--- config.mk ---
export PLATFORM = sky130hd
export DESIGN_NAME = uart_rx_fifo
export DESIGN_NICKNAME = d
export VERILOG_FILES = /design/src/rtl/uart_pkg.sv /design/src/rtl/sync_fifo_fwft.sv /design/src/rtl/uart_rx_fifo.sv
export SDC_FILE = /design/constraint.sdc
export NUM_CORES = 1
export LEC_CHECK = 0
export CAP_MARGIN = 10
export CORE_MARGIN = 3
export CORE_UTILIZATION = 30
export CTS_CLUSTER_DIAMETER = 100
export DETAILED_ROUTE_END_ITERATION = 7
export PLACE_DENSITY = 0.55
export SLEW_MARGIN = 20
export SYNTH_ARGS = -nofsm -noshare
export SYNTH_HDL_FRONTEND = slang
export SYNTH_SLANG_ARGS = --single-unit
--- constraint.sdc ---
create_clock -name clk_50m -period 2.6 [get_ports clk_50m]
set_input_delay 0.52 -clock clk_50m [delete_from_list [all_inputs] [get_ports clk_50m]]
set_output_delay 0.52 -clock clk_50m [all_outputs]
set_load 0.02 [all_outputs]
--- src/rtl/uart_pkg.sv ---
// rtl/uart_pkg.sv - shared types and constants for the UART receive buffer
package uart_pkg;

  localparam int BYTE_W    = 8;
  localparam int RXF_DEPTH = 16;

  typedef enum logic {
    RXF_IDLE = 1'b0,
    RXF_CLR  = 1'b1
  } rxf_state_e;

endpackage

--- src/rtl/sync_fifo_fwft.sv ---
// rtl/sync_fifo_fwft.sv - circular first-word-fall-through FIFO with count/full/empty
module sync_fifo_fwft
  import uart_pkg::*;
#(
  parameter int DEPTH  = RXF_DEPTH,
  parameter int ADDR_W = $clog2(DEPTH),
  parameter int WIDTH  = BYTE_W
) (
  input  logic              clk,
  input  logic              rst_n,
  input  logic              push,
  input  logic [WIDTH-1:0]  push_data,
  input  logic              pop,
  output logic [WIDTH-1:0]  pop_data,
  output logic [ADDR_W:0]   count,
  output logic              full,
  output logic              empty
);

  localparam logic [ADDR_W-1:0] PTR_ONE  = ADDR_W'(1);
  localparam logic [ADDR_W:0]   CNT_ONE  = (ADDR_W+1)'(1);
  localparam logic [ADDR_W:0]   CNT_FULL = (ADDR_W+1)'(DEPTH);

  logic [WIDTH-1:0]  mem [DEPTH];
  logic [ADDR_W-1:0] wr_ptr;
  logic [ADDR_W-1:0] rd_ptr;
  logic              wr_en;
  logic              rd_en;

  // Occupancy is tracked explicitly so full and empty never need pointer comparison.
  assign empty = (count == '0);
  assign full  = (count == CNT_FULL);
  assign rd_en = pop && !empty;
  assign wr_en = push && (!full || rd_en);

  always_ff @(posedge clk or negedge rst_n) begin
    if (!rst_n) begin
      wr_ptr <= '0;
      rd_ptr <= '0;
      count  <= '0;
    end else begin
      if (wr_en) wr_ptr <= wr_ptr + PTR_ONE;
      if (rd_en) rd_ptr <= rd_ptr + PTR_ONE;
      case ({wr_en, rd_en})
        2'b10:   count <= count + CNT_ONE;
        2'b01:   count <= count - CNT_ONE;
        default: count <= count;
      endcase
    end
  end

  always_ff @(posedge clk) begin
    if (wr_en) mem[wr_ptr] <= push_data;
  end

  assign pop_data = empty ? '0 : mem[rd_ptr];

endmodule

--- src/rtl/uart_rx_fifo.sv ---
// rtl/uart_rx_fifo.sv - captures UART receiver bytes into a FWFT FIFO with overflow tracking
module uart_rx_fifo
  import uart_pkg::*;
#(
  parameter int DEPTH  = RXF_DEPTH,
  parameter int ADDR_W = $clog2(DEPTH)
) (
  input  logic              clk_50m,
  input  logic              rst_n,
  input  logic              rx_rdy,
  input  logic [BYTE_W-1:0] rx_data,
  output logic              rx_rdy_clr,
  output logic [BYTE_W-1:0] m_data,
  output logic              m_valid,
  input  logic              m_ready,
  output logic [ADDR_W:0]   count,
  output logic              full,
  output logic              overflow,
  input  logic              ovf_clr
);

  rxf_state_e state;
  rxf_state_e state_next;
  logic       capture;
  logic       pop;
  logic       drop;
  logic       empty;

  always_ff @(posedge clk_50m or negedge rst_n) begin
    if (!rst_n) state <= RXF_IDLE;
    else        state <= state_next;
  end

  // The receiver holds rx_rdy until it sees the clear, so CLR waits for it to drop.
  always_comb begin
    state_next = state;
    capture    = 1'b0;
    case (state)
      RXF_IDLE: begin
        if (rx_rdy) begin
          capture    = 1'b1;
          state_next = RXF_CLR;
        end
      end
      RXF_CLR: begin
        if (!rx_rdy) state_next = RXF_IDLE;
      end
      default: state_next = RXF_IDLE;
    endcase
  end

  assign rx_rdy_clr = (state == RXF_CLR);
  assign m_valid    = !empty;
  assign pop        = m_valid && m_ready;
  assign drop       = capture && full && !pop;

  always_ff @(posedge clk_50m or negedge rst_n) begin
    if (!rst_n)       overflow <= 1'b0;
    else if (drop)    overflow <= 1'b1;
    else if (ovf_clr) overflow <= 1'b0;
  end

  sync_fifo_fwft #(
    .DEPTH  (DEPTH),
    .ADDR_W (ADDR_W),
    .WIDTH  (BYTE_W)
  ) u_fifo (
    .clk       (clk_50m),
    .rst_n     (rst_n),
    .push      (capture),
    .push_data (rx_data),
    .pop       (pop),
    .pop_data  (m_data),
    .count     (count),
    .full      (full),
    .empty     (empty)
  );

endmodule

# Word-level counts from Yosys, hierarchy flattened
# Memories as Yosys holds them, arrays and structs flattened.
# Index checks and enable logic that the tools add are counted.
# totals
mem_bits_rw	128
memories	1
word_cells	33
output_inout_bits	17
in_bits	13
register_bits	15
# memory_table
name	words	width	read_ports	rd_clocked_by_memory_dff	write_ports	line_no	source
u_fifo.mem	16	8	1	0	1	sync_fifo_fwft.sv:24	logic [WIDTH-1:0] mem [DEPTH];
# classes
muxes	8
addsub	4
reduce_logical	12
n_eq_ne	3
# op_table
op	count
5-bit case mux with 2 select lines	1
4-bit by 1-bit adder with 4-bit output, second input constant	2
8-bit 2-to-1 mux	1
1-bit 2-to-1 mux	6
5-bit by 1-bit adder with 5-bit output, second input constant	1
5-bit == test, second input constant	1
1-bit logical AND	5
5-bit zero test	1
5-bit by 1-bit subtractor with 5-bit output, second input constant	1
2-bit nonzero test	2
1-bit zero test	3
2-bit by 1-bit == test with 1-bit output, second input constant	1
2-bit == test, second input constant	1
1-bit logical OR	1

# Longest topological paths before layout
# depth
depth_word	8
depth_mapped	9
depth_no_buf	8

# Modules after synthesis
# From an unflattened synthesis, not the netlist that was laid out.
# hier_totals
hier_cells	310
hier_area_um2	5989.5
# by_module_without_submodules
mod	seq_area_each_um2	area_each_um2	cells_each	n_inst
sync_fifo_fwft	4169.0	5878.1	302	1
uart_rx_fifo	50.0	111.4	8	1

# Least setup slack after synthesis
# Ideal clock, no wire load.
# synth_timing
kind	flip-flop to flip-flop
startpoint	register u_fifo.count[1]
endpoint	memory u_fifo.mem[3][0] (netlist name) (enable)
arrival_ns	2.027
setup_time_ns	0.383
required_time_ns	2.217
path_stages_with_launch	6
slack_ns	0.190
n_path_buf	1
cell_sequence	dfrtp_1 > buf_2 > nor4_4 > a31oi_1 > nand2_1 > nor3_1
# synth_via
elab_chain_cells	8
elab_cells_between_ends	10
classes_between	eq/ne: 1; mux: 2; reduce/logical: 7
# synth_lines
item	line_no	source
start: declaration	sync_fifo_fwft.sv:15	output logic [ADDR_W:0] count,
start signal: assignment	sync_fifo_fwft.sv:45	2'b10: count <= count + CNT_ONE;
start signal: assignment	sync_fifo_fwft.sv:46	2'b01: count <= count - CNT_ONE;
start signal: assignment	sync_fifo_fwft.sv:47	default: count <= count;
5-bit zero test	sync_fifo_fwft.sv:31	assign empty = (count == '0);
1-bit zero test	sync_fifo_fwft.sv:33, uart_rx_fifo.sv:53	
1-bit logical AND	uart_rx_fifo.sv:54	assign pop = m_valid && m_ready;
1-bit logical AND	sync_fifo_fwft.sv:33	assign rd_en = pop && !empty;
1-bit logical OR *	sync_fifo_fwft.sv:34	assign wr_en = push && (!full || rd_en);
1-bit logical AND *	sync_fifo_fwft.sv:34	
1-bit 2-to-1 mux *	sync_fifo_fwft.sv:53	if (wr_en) mem[wr_ptr] <= push_data;
1-bit 2-to-1 mux (implied by the code) *	sync_fifo_fwft.sv:53	
end: declaration	sync_fifo_fwft.sv:24	
# Mark *: on every way between the ends. The rest lies on a longest branch, timed or not.

# Worst setup path in the final report
# layout_timing
startpoint	register u_fifo.rd_ptr[0]
endpoint	output m_data[1]
# layout_via
elab_chain_cells	2
# layout_lines
item	line_no	source
start: declaration	sync_fifo_fwft.sv:26	logic [ADDR_W-1:0] rd_ptr;
start signal: assignment	sync_fifo_fwft.sv:43	if (rd_en) rd_ptr <= rd_ptr + PTR_ONE;
memory read 16 x 8 bit	--	
8-bit 2-to-1 mux	sync_fifo_fwft.sv:56	assign pop_data = empty ? '0 : mem[rd_ptr];
end: declaration	uart_rx_fifo.sv:13	output logic [BYTE_W-1:0] m_data,
# No other way between the ends.

==> impl_metrics.ini <==
[synth]
synth_area_per_cell_um2 = 19.68
ys_seq_area_share_pct = 73.18
syn_area_um2 = 5766
synth_area_leaders = edfxtp_1 (67%), mux4_2 (13%), dfrtp_1 (6.5%)
synth_nets = 313
syn-instance-count = 293
synth_top_area_share_pct = 66.67
yosysTopAreaCell = edfxtp_1
yosysWarnings = 0
ys_types = 35
ys_ff_latch = 143

[finish]
final_cell_mix = edfxtp_1 (128), mux4_2 (32), buf_4 (30)
layout.area.seq_um2 = 4220
multi_input_area_um2 = 1500
drive_gt1_share_pct = 34.13
final_util_pct = 38.77
nFillCells = 1688
final_common_cell = edfxtp_1
fin_nets = 385
antennaDiodeCount = 0
stdcell_area_um2 = 7276
area_growth_pct = 26.19

[timing]
timing.final.crit_period_ns = 2.623
setup_viol = 3
slew_headroom_pct = 50.06
finClkSkew_ns = 0.008302
worst_pin_slew_ns = 0.7467
finalMaxSlewViolations = 0
worst_slack_ns = -0.02267
fin_setup_tns_ns = -0.03749
fmax_mhz = 381.3
hold_viol = 0
fin_crit_sh_pct = 100.9
rsz0062_at_grt = yes

[run_status]
outcome = finished with violations
violations = setup timing

[min_path]
hp-class = reg2reg
hold_depth = 1
whs_endpoint = overflow$_DFFE_PN0P_
min_from = overflow$_DFFE_PN0P_

[worst_setup_path]
cp_slowest_stage_delay_ns = 0.51
critPathLaunchType = flip-flop
crit_arrival_ns = 2.10
critPathTopFamily = multiplexers
crit_top_cell = buf_6
path_buf_inv = 3
required_ns = 2.08
worst_setup_path_end_kind = output port
r2r_cells = 9
crit_slowest_cell = mux4_2
reg2reg_to = u_fifo.count[4]$_DFFE_PN0P_
worstSetupPathType = reg2out
critical_path.max_fanout = 5
path_cells = buf_6 > buf_12 > mux4_2 > mux2i_2 > o22ai_2 > buf_6
regToRegSetupSlack_ns = 0.37
r2r_start = u_fifo.count[2]$_DFFE_PN0P_

[routing]
drc_errors = 0
finalWirelength_um = 11800
first_pass_iters = 4
drtIter0Drc = 175
ant_nets = 0
vias_per_cell = 4.786
wire_per_inst_um = 19.28
dr_total_vias = 2929

[power_and_ir_drop]
ir_drop_v = 0.0006075
report.power.total_uw = 8093
leakagePower_uw = 0.002479
cellPowerDensity_nw_per_um2 = 1112

[floorplan]
die_w_um = 144.6
die_area_um2 = 20920
rows = 50
top_level_ports = 30
start_util_pct = 30.72
core-area_um2 = 18770
die_h_um = 144.6

[clock_network]
path_clk_slew_ns = 0.06
cts_buffers = 17
cts_tree = done
h-tree-depth = 4
root_buffer = clkbuf_16
insertion_delay_ns = 0.41
cts_sinks = 143
clockBufferDepth = 2

[placed_design]
place.gp.congestion = 0.7553
hpwl_um = 7632
place_ws_ns = -0.09771
placed_area_um2 = 6599
port_buffers = 29

[flow_run]
maxCapViolations = 0

[global_routing]
first_global_vias = 3159
antenna_found_initial = 1
grt_pass1_wl_um = 18200
track_usage_pct = 12.13
grt_start_max_net_pins = 36
grt_overflow = 0
-- cells in the mapped netlist --
master    number
buf_2          6
a211oi_2       2
mux4_2        32
or3_1          1
ha_1           7
inv_1          5
nor3_1         5
buf_6          1
o22ai_1        8
a31oi_1        2
edfxtp_1     128
a22oi_1        2
nor2_1        13
clkbuf_1       4
mux2_4         1
o211ai_1       1
nand2_1        9
nand2b_1       4
dfrtp_1       15
mux2_2         1
nor2b_1        1
nor4_4         1
mux2i_1       16
a31o_2         2
and2_1         1
xor2_1         3
o21ai_0        1
nand4_1        3
a32o_1         1
xnor2_1        7
or2_4          1
a21oi_1        2
buf_1          4
o41a_1         1
nand3_1        2
-- per-layer routing --
metal / global-route usage [%] / vias up / routed length, µm
met2: 18.95 / 93 / 5744
li1: - / 1329 / -
met3: 4.101 / 15 / 800
met4: 4.320 / 2 / 168
met1: 15.86 / 1490 / 5075
met5: 0 / - / 13
-- cell families after synthesis --
group                      Yosys count  share of synthesized area [%]
DFF                                143                          73.18
AOI/OAI and AO/OA                   22                          2.843
and+or+nand+nor                     41                          3.646
adders and majority gates            7                          1.519
xor gates and xnor gates            10                          1.519
buffers and inverters               20                          1.562
muxes                               50                          15.73
-- report_power, final --
group	leakage [µW]	switching (µW)	internal, µW
combinational	0.000874	1400	1490
clock	0.000274	986	1350
sequential	0.00133	154	2720
total	0.00248	2540	5550
-- layout make-up --
cell class	instances	area share, %
tap	234	4.024
clock inverter	15	2.081
clock buffer	17	5.847
inverter	5	0.2580
multi-input combinational	130	20.62
sequential	143	58.01
timing repair buffer	68	9.166
-- sequential cells by signal, summed over array words and instances (netlist names) --
| register | cells |
|---|---|
| overflow | 1 |
| rx_rdy_clr | 1 |
| u_fifo.count | 5 |
| u_fifo.mem | 128 |
| u_fifo.rd_ptr | 4 |
| u_fifo.wr_ptr | 4 |
-- timing repair --
action / 4_1_cts / 5_1_grt
endpoints found under the setup margin: 9 / 8
resized for setup: 54 / 2
gates cloned: 0 / 1
hold buffers: 0 / 0
pin swaps: 1 / 1
buffers inserted: 2 / 0
-- how the worst max path moves through the flow --
stage                            startpoint                         end  slack [ns]  cells after the start
4_1_cts        u_fifo.rd_ptr[0]$_DFFE_PN0P_                   m_data[0]       -0.07                      6
6_report       u_fifo.rd_ptr[0]$_DFFE_PN0P_                   m_data[1]       -0.02                      6
3_3_place_gp   u_fifo.rd_ptr[0]$_DFFE_PN0P_                   m_data[2]        -0.1                      5
3_5_place_dp   u_fifo.rd_ptr[0]$_DFFE_PN0P_                   m_data[2]        -0.1                      5
2_1_floorplan   u_fifo.count[1]$_DFFE_PN0P_  u_fifo.mem[3][0]$_DFFE_PP_        0.19                      5
5_1_grt        u_fifo.rd_ptr[0]$_DFFE_PN0P_                   m_data[1]       -0.11                      6
-- per-stage QoR --
stage / cells / hold WS, ns
after CTS: 611 / 0.5270
after global routing: 612 / 0.5453
after global placement: 577 / 0.4943
final: 612 / 0.5193
after detailed placement: 577 / 0.5118
after floorplan: 293 / 0.2244
-- worst reg2reg max path, cell delays in order, from the launching register on --
cell and delay (ns):
dfrtp_1 0.41, nor4_4 0.32, buf_4 0.19, a211oi_2 0.09, xor2_1 0.15, ha_1 0.21, or3_1 0.34, a21oi_1 0.16
a22oi_1 0.11, xnor2_1 0.14
Note: power is estimated with default switching activity, not from simulation.
